==> src/rtl/uart_mem_bridge.sv <==
// rtl/uart_mem_bridge.sv - host command parser bridging UART bytes to memA/memB/memC ports
// Frames: 'W' SEL AH AL D3 D2 D1 D0 -> ACK; 'R' SEL AH AL -> four data bytes, MSB first.
module uart_mem_bridge #(
  parameter int         TIMEOUT_CYCLES = 5000000,
  parameter int         ADDR_W         = 10,
  parameter logic [7:0] ACK_BYTE       = 8'h06,
  parameter logic [7:0] NAK_BYTE       = 8'h15
) (
  input  logic              MAX10_CLK1_50,
  input  logic              reset,
  input  logic [7:0]        rx_data,
  input  logic              rx_ready,
  output logic [7:0]        tx_data,
  output logic              tx_start,
  input  logic              tx_busy,
  output logic [1:0]        mem_sel,
  output logic [ADDR_W-1:0] mem_addr,
  output logic [31:0]       mem_wdata,
  output logic              mem_we,
  output logic              mem_re,
  input  logic [31:0]       mem_rdata_a,
  input  logic [31:0]       mem_rdata_b,
  input  logic [7:0]        mem_rdata_c,
  output logic              busy,
  output logic              cmd_err
);

  localparam int                TMO_W    = $clog2(TIMEOUT_CYCLES + 1);
  localparam logic [TMO_W-1:0]  TMO_LAST = TMO_W'(TIMEOUT_CYCLES - 1);
  localparam logic [7:0]        CMD_W    = 8'h57;
  localparam logic [7:0]        CMD_R    = 8'h52;

  typedef enum logic [3:0] {
    S_IDLE, S_GET_SEL, S_GET_AH, S_GET_AL, S_GET_DATA,
    S_MEM_WR, S_MEM_RD, S_RD_WAIT, S_TX_LOAD, S_TX_WAIT
  } state_t;

  state_t            state_q, state_d;
  logic              is_wr_q, is_wr_d;
  logic [1:0]        sel_q, sel_d;
  logic [7:0]        addr_h_q, addr_h_d;
  logic [ADDR_W-1:0] addr_q, addr_d;
  logic [31:0]       wdata_q, wdata_d;
  logic [1:0]        cnt_q, cnt_d;
  logic [TMO_W-1:0]  tmo_q, tmo_d;
  logic [31:0]       txbuf_q, txbuf_d;
  logic [1:0]        txidx_q, txidx_d;
  logic              txhold_q, txhold_d;
  logic [1:0]        mem_sel_q, mem_sel_d;
  logic [ADDR_W-1:0] mem_addr_q, mem_addr_d;
  logic              nak;
  logic [7:0]        tx_byte;
  logic [31:0]       rdata_sel;

  always_ff @(posedge MAX10_CLK1_50 or posedge reset) begin
    if (reset) begin
      state_q    <= S_IDLE;
      is_wr_q    <= 1'b0;
      sel_q      <= 2'd0;
      addr_h_q   <= 8'd0;
      addr_q     <= '0;
      wdata_q    <= 32'd0;
      cnt_q      <= 2'd0;
      tmo_q      <= '0;
      txbuf_q    <= 32'd0;
      txidx_q    <= 2'd0;
      txhold_q   <= 1'b0;
      mem_sel_q  <= 2'd0;
      mem_addr_q <= '0;
    end else begin
      state_q    <= state_d;
      is_wr_q    <= is_wr_d;
      sel_q      <= sel_d;
      addr_h_q   <= addr_h_d;
      addr_q     <= addr_d;
      wdata_q    <= wdata_d;
      cnt_q      <= cnt_d;
      tmo_q      <= tmo_d;
      txbuf_q    <= txbuf_d;
      txidx_q    <= txidx_d;
      txhold_q   <= txhold_d;
      mem_sel_q  <= mem_sel_d;
      mem_addr_q <= mem_addr_d;
    end
  end

  // Response bytes are picked out of txbuf by index, so a single ACK/NAK sits in byte 0.
  assign tx_byte = txbuf_q[{txidx_q, 3'b000} +: 8];

  always_comb begin
    case (mem_sel_q)
      2'd0:    rdata_sel = mem_rdata_a;
      2'd1:    rdata_sel = mem_rdata_b;
      default: rdata_sel = {24'd0, mem_rdata_c};
    endcase
  end

  always_comb begin
    state_d    = state_q;
    is_wr_d    = is_wr_q;
    sel_d      = sel_q;
    addr_h_d   = addr_h_q;
    addr_d     = addr_q;
    wdata_d    = wdata_q;
    cnt_d      = cnt_q;
    tmo_d      = tmo_q;
    txbuf_d    = txbuf_q;
    txidx_d    = txidx_q;
    txhold_d   = txhold_q;
    mem_sel_d  = mem_sel_q;
    mem_addr_d = mem_addr_q;
    nak        = 1'b0;
    tx_start   = 1'b0;
    mem_we     = 1'b0;
    mem_re     = 1'b0;
    cmd_err    = 1'b0;

    case (state_q)
      S_IDLE: begin
        if (rx_ready) begin
          if (rx_data == CMD_W || rx_data == CMD_R) begin
            is_wr_d = (rx_data == CMD_W);
            state_d = S_GET_SEL;
          end else begin
            nak = 1'b1;
          end
        end
      end
      S_GET_SEL: begin
        if (rx_ready) begin
          if (rx_data > 8'd2) begin
            nak = 1'b1;
          end else begin
            sel_d   = rx_data[1:0];
            state_d = S_GET_AH;
          end
        end
      end
      S_GET_AH: begin
        if (rx_ready) begin
          addr_h_d = rx_data;
          state_d  = S_GET_AL;
        end
      end
      S_GET_AL: begin
        if (rx_ready) begin
          addr_d = ADDR_W'({addr_h_q, rx_data});
          if (is_wr_q) begin
            cnt_d   = 2'd0;
            state_d = S_GET_DATA;
          end else begin
            mem_sel_d  = sel_q;
            mem_addr_d = ADDR_W'({addr_h_q, rx_data});
            state_d    = S_MEM_RD;
          end
        end
      end
      S_GET_DATA: begin
        if (rx_ready) begin
          wdata_d = {wdata_q[23:0], rx_data};
          cnt_d   = cnt_q + 2'd1;
          if (cnt_q == 2'd3) begin
            mem_sel_d  = sel_q;
            mem_addr_d = addr_q;
            state_d    = S_MEM_WR;
          end
        end
      end
      S_MEM_WR: begin
        mem_we  = 1'b1;
        txbuf_d = {24'd0, ACK_BYTE};
        txidx_d = 2'd0;
        state_d = S_TX_LOAD;
      end
      S_MEM_RD: begin
        mem_re  = 1'b1;
        state_d = S_RD_WAIT;
      end
      S_RD_WAIT: begin
        txbuf_d = rdata_sel;
        txidx_d = 2'd3;
        state_d = S_TX_LOAD;
      end
      S_TX_LOAD: begin
        if (!tx_busy) begin
          tx_start = 1'b1;
          txhold_d = 1'b1;
          state_d  = S_TX_WAIT;
        end
      end
      S_TX_WAIT: begin
        // The UART raises tx_busy one clock late, so skip the first cycle before trusting it.
        if (txhold_q) begin
          txhold_d = 1'b0;
        end else if (!tx_busy) begin
          if (txidx_q == 2'd0) begin
            state_d = S_IDLE;
          end else begin
            txidx_d = txidx_q - 2'd1;
            state_d = S_TX_LOAD;
          end
        end
      end
      default: state_d = S_IDLE;
    endcase

    if (nak) begin
      txbuf_d = {24'd0, NAK_BYTE};
      txidx_d = 2'd0;
      cmd_err = 1'b1;
      state_d = S_TX_LOAD;
    end

    if (state_q inside {S_GET_SEL, S_GET_AH, S_GET_AL, S_GET_DATA}) begin
      if (rx_ready) begin
        tmo_d = '0;
      end else if (tmo_q == TMO_LAST) begin
        tmo_d   = '0;
        cmd_err = 1'b1;
        state_d = S_IDLE;
      end else begin
        tmo_d = tmo_q + 1'b1;
      end
    end else begin
      tmo_d = '0;
    end
  end

  assign tx_data   = tx_start ? tx_byte : 8'd0;
  assign mem_sel   = mem_sel_q;
  assign mem_addr  = mem_addr_q;
  assign mem_wdata = wdata_q;
  assign busy      = (state_q != S_IDLE);

endmodule
==> config.mk <==
export PLATFORM = sky130hd
export DESIGN_NAME = uart_mem_bridge
export DESIGN_NICKNAME = d
export VERILOG_FILES = /design/src/rtl/uart_mem_bridge.sv
export SDC_FILE = /design/constraint.sdc
export NUM_CORES = 1
export LEC_CHECK = 0
export ABC_AREA = 0
export BUFFER_PORTS_ARGS = -buffer_cell sky130_fd_sc_hd__buf_2
export CAP_MARGIN = 15
export CORE_ASPECT_RATIO = 1.25
export CORE_UTILIZATION = 59
export CTS_CLUSTER_DIAMETER = 40
export DETAILED_ROUTE_END_ITERATION = 16
export PLACE_DENSITY = 0.95
export RECOVER_POWER = 100
export SLEW_MARGIN = 40
export SYNTH_ARGS = -nofsm -noshare
export SYNTH_HDL_FRONTEND = slang
export SYNTH_SLANG_ARGS = --single-unit
==> constraint.sdc <==
create_clock -name MAX10_CLK1_50 -period 9.65 [get_ports MAX10_CLK1_50]
set_input_delay 1.93 -clock MAX10_CLK1_50 [delete_from_list [all_inputs] [get_ports MAX10_CLK1_50]]
set_output_delay 1.93 -clock MAX10_CLK1_50 [all_outputs]
set_load 0.005 [all_outputs]
==> metrics.md <==
| Metric | Value |
|---|---|
| Worst Min Path Start | `tmo_q[0]` |
| Largest net degree at the start of global routing | `78` |
| Hold Crit Class | `reg -> reg` |
| Number of synthesized register bits | `roughly 120` |
| Total of max-cap violations | `3` |
| Syn nets | `605` |
| Leakage | `3.36 nW` |
| Final Net Count | `733` |
| Final ANT Viol Nets | `0` |
| Starting Density | `60.9%` |
| Hold path endpoint | `tmo_q[0]` |
| Vias after detailed routing | `4939` |
| Share of layout cells above drive strength 1 | `31.9%` |
| HPWL Detailed | `approximately 11000 um` |
| Crit path arrival time | `a little under 4 ns` |
| Synth top area share | `about 50%` |
| Area Overhead vs Synth | `20.4%` |
| Tcrit/Tclk final | `61.1%` |
| Max transition margin | `-35.9%` |
| Status | `finished, violations left` |
| Post-CTS resize count | `0` |
| Drt drc | `0` |
| IO buf count | `140` |
| Filler Cells Inserted | `657` |
| Clock sink count | `123` |
| Total grt overflow | `0` |
| Most frequent CP cell | `clkbuf_1` |
| Max-slew violation count | `96` |
| DRT iter0 DRCs | `371` |
| N_diodes | `0` |
| Synth cell count leaders | `dfrtp_1, mux2_2, mux2i_1` |
| R2R cell count | `5` |
| Post-synth EDFFs | `0` |
| Clock transition at path regs | `roughly 0.050 ns` |
| Worst hold stages | `1` |
| CP endpoint kind | `output port` |
| Synth Instances | `a little over 500` |
| Core area | `10100 um2` |
| Pre-CTS setup slack | `slightly above 4 ns` |
| Kind of critical path | `in -> out` |
| Post-DP Area | `6870 um2` |
| H-tree depth | `4` |
| WP data required | `7.72 ns` |
| # IOs | `141` |
| Design area | `7400 um2` |
| Worst slew pin tran | `2.03 ns` |
| Die X | `approximately 93 um` |
| RSZ-0062 raised after global routing | `no` |
| Reg2reg setup slack | `6.18 ns` |
| Skew final | `approximately 0.0095 ns` |
| Worst Path Max Fanout | `14` |
| Syn avg cell area | `11.9 um2` |
| All-Layer GR Usage | `slightly above 30%` |
| Row count | `41` |
| Cts hold-fix bufs | `0` |
| Syn. warnings | `0` |
| PD cells | `about 200 nW/um2` |
| TNS Setup | `0 ns` |
| CTS tree | `done` |
| Sequential share of the synthesized area | `50.1%` |
| Largest area contributor in the netlist | `dfrtp_1` |
| First-pass GRT wire length | `about 25000 um` |
| Most numerous cell in the Yosys netlist | `dfrtp_1` |
| Main flop type after synthesis | `dfrtp_1` |
| Failing checks | `max-capacitance violations, max-slew violations` |
| Yosys cell types | `63` |
| Postcts setup bufs | `0` |
| Min cycle time layout | `5.90 ns` |
| Die height | `about 120 um` |
| Clock buffer depth | `2` |
| TritonCTS buffer count | `17` |
| Pwr Total | `~1.5 mW` |
| RR Startpoint | `state_q[0]` |
| Drt wl/cell | `20.7 um` |
| Initial antenna violation count | `0` |
| Final setup vio count | `0` |
| Final GP Congestion | `0.813` |
| DR pass1 iterations | `5` |
| CP peak stage delay | `0.70 ns` |
| Total wire length | `16300 um` |
| Later-pin clock latency in the skew report | `0.42 ns` |
| Highest clock rate | `roughly 170 MHz` |
| Top cells by area, synth | `dfrtp_1, mux2_2, mux2i_1` |
| Root Buffer | `clkbuf_16` |
| FFs w/ async S/R, synth | `between 90% and 100%` |
| RR Endpoint | `txbuf_q[16]` |
| CP Launch Type | `input port` |
| Vias in the first global route | `5031` |
| Final worst slack | `around 3.8 ns` |
| Die ar. | `roughly 11000 um2` |
| Via density | `roughly 6.3` |
| Peak supply drop | `0.144 mV` |
| Final hold vios | `0` |
| Crit-path cells | `clkbuf_1, nor3_1, nand3_2, a22o_1, or2_2, clkbuf_1` |
| Mapped Area | `6150 um2` |
| Slowest CP cell | `nor3_1` |
-- power by group --
group | switching, mW | internal (mW)
registers | 0.0431 | 0.529
logic | 0.105 | 0.0862
clock network | 0.236 | 0.453
-- logic make-up after synthesis --
family / after synthesis / share of synthesized area (%)
buf+inv: 42 / 3.48
fa+ha+maj: 3 / 0.610
flops: 123 / 50.1
xor+xnor: 14 / 1.99
mux: 100 / 19.0
compound gates: 93 / 11.5
simple gates: 143 / 13.4
-- metal layers --
layer	vias to the layer above	routed length, um	global-route usage (%)
met5	-	0	0
met4	0	531	13.9
met1	2469	5830	34.1
met2	247	8890	56.7
met3	53	1050	8.20
li1	2170	-	-
-- worst max-delay path: cells and delay by family --
kind	cells	cell delay, ns
compound gates	1	0.49
buf+inv	2	0.24
simple gates	3	1.30
-- how the worst max path moves through the flow --
stage / startpoint / end / slack [ns] / cells after the start
floorplan: reset / addr_h_q[0] / 4.45 / 1
global placement: rx_data[3] / cmd_err / 4.14 / 6
detailed placement: rx_data[3] / cmd_err / 4.04 / 6
CTS: rx_data[3] / cmd_err / 4.03 / 6
global route: rx_ready / cmd_err / 3.67 / 6
finish: rx_data[3] / cmd_err / 3.75 / 6
-- area by class of cell --
cell class | instances | area (um2) | area share, %
clock inverter | 10 | 163 | 2.20
tap | 129 | 161 | 2.18
timing repair buffer | 144 | 684 | 9.24
multi-input combinational | 353 | 2820 | 38.0
sequential | 123 | 3080 | 41.6
clock buffer | 22 | 474 | 6.41
inverter | 7 | 27.5 | 0.372
-- through the flow --
step / util (%) / instances / hold WS, ns
floorplan: - / 518 / 0.424
global placement: 67.8 / 755 / 0.435
detailed placement: 67.9 / 756 / 0.444
CTS: 74.2 / 788 / 0.451
global route: 73.3 / 788 / 0.481
finish: 73.3 / 788 / 0.451
-- flip-flops by register name (all words and copies together) (netlist names) --
signal / flops
txhold_q: 1
mem_sel: 2
tmo_q: 23
is_wr_q: 1
mem_addr: 10
addr_q: 10
txbuf_q: 32
sel_q: 2
cnt_q: 2
addr_h_q: 2
txidx_q: 2
state_q: 4
mem_wdata: 32
-- cell usage in the layout, fill, tap and decap left out, drive strengths merged, types with 3 or more instances in the layout --
cell	instances
a21oi	16
mux4	8
or4	6
nand2b	3
nor3	4
and2	6
bufinv	4
and4	3
nand4	7
clkbuf	56
a211oi	3
dfrtp	123
nor3b	3
nand2	36
mux2	52
or3	6
mux2i	40
ha	3
nand3	14
clkinvlp	3
nor2b	9
xor2	10
o2bb2ai	24
clkinv	3
and3	3
o21ai	22
nand3b	3
o22ai	5
buf	110
xnor2	4
inv	7
o31ai	5
nor2	27
Note: power is estimated with default switching activity, not from simulation.
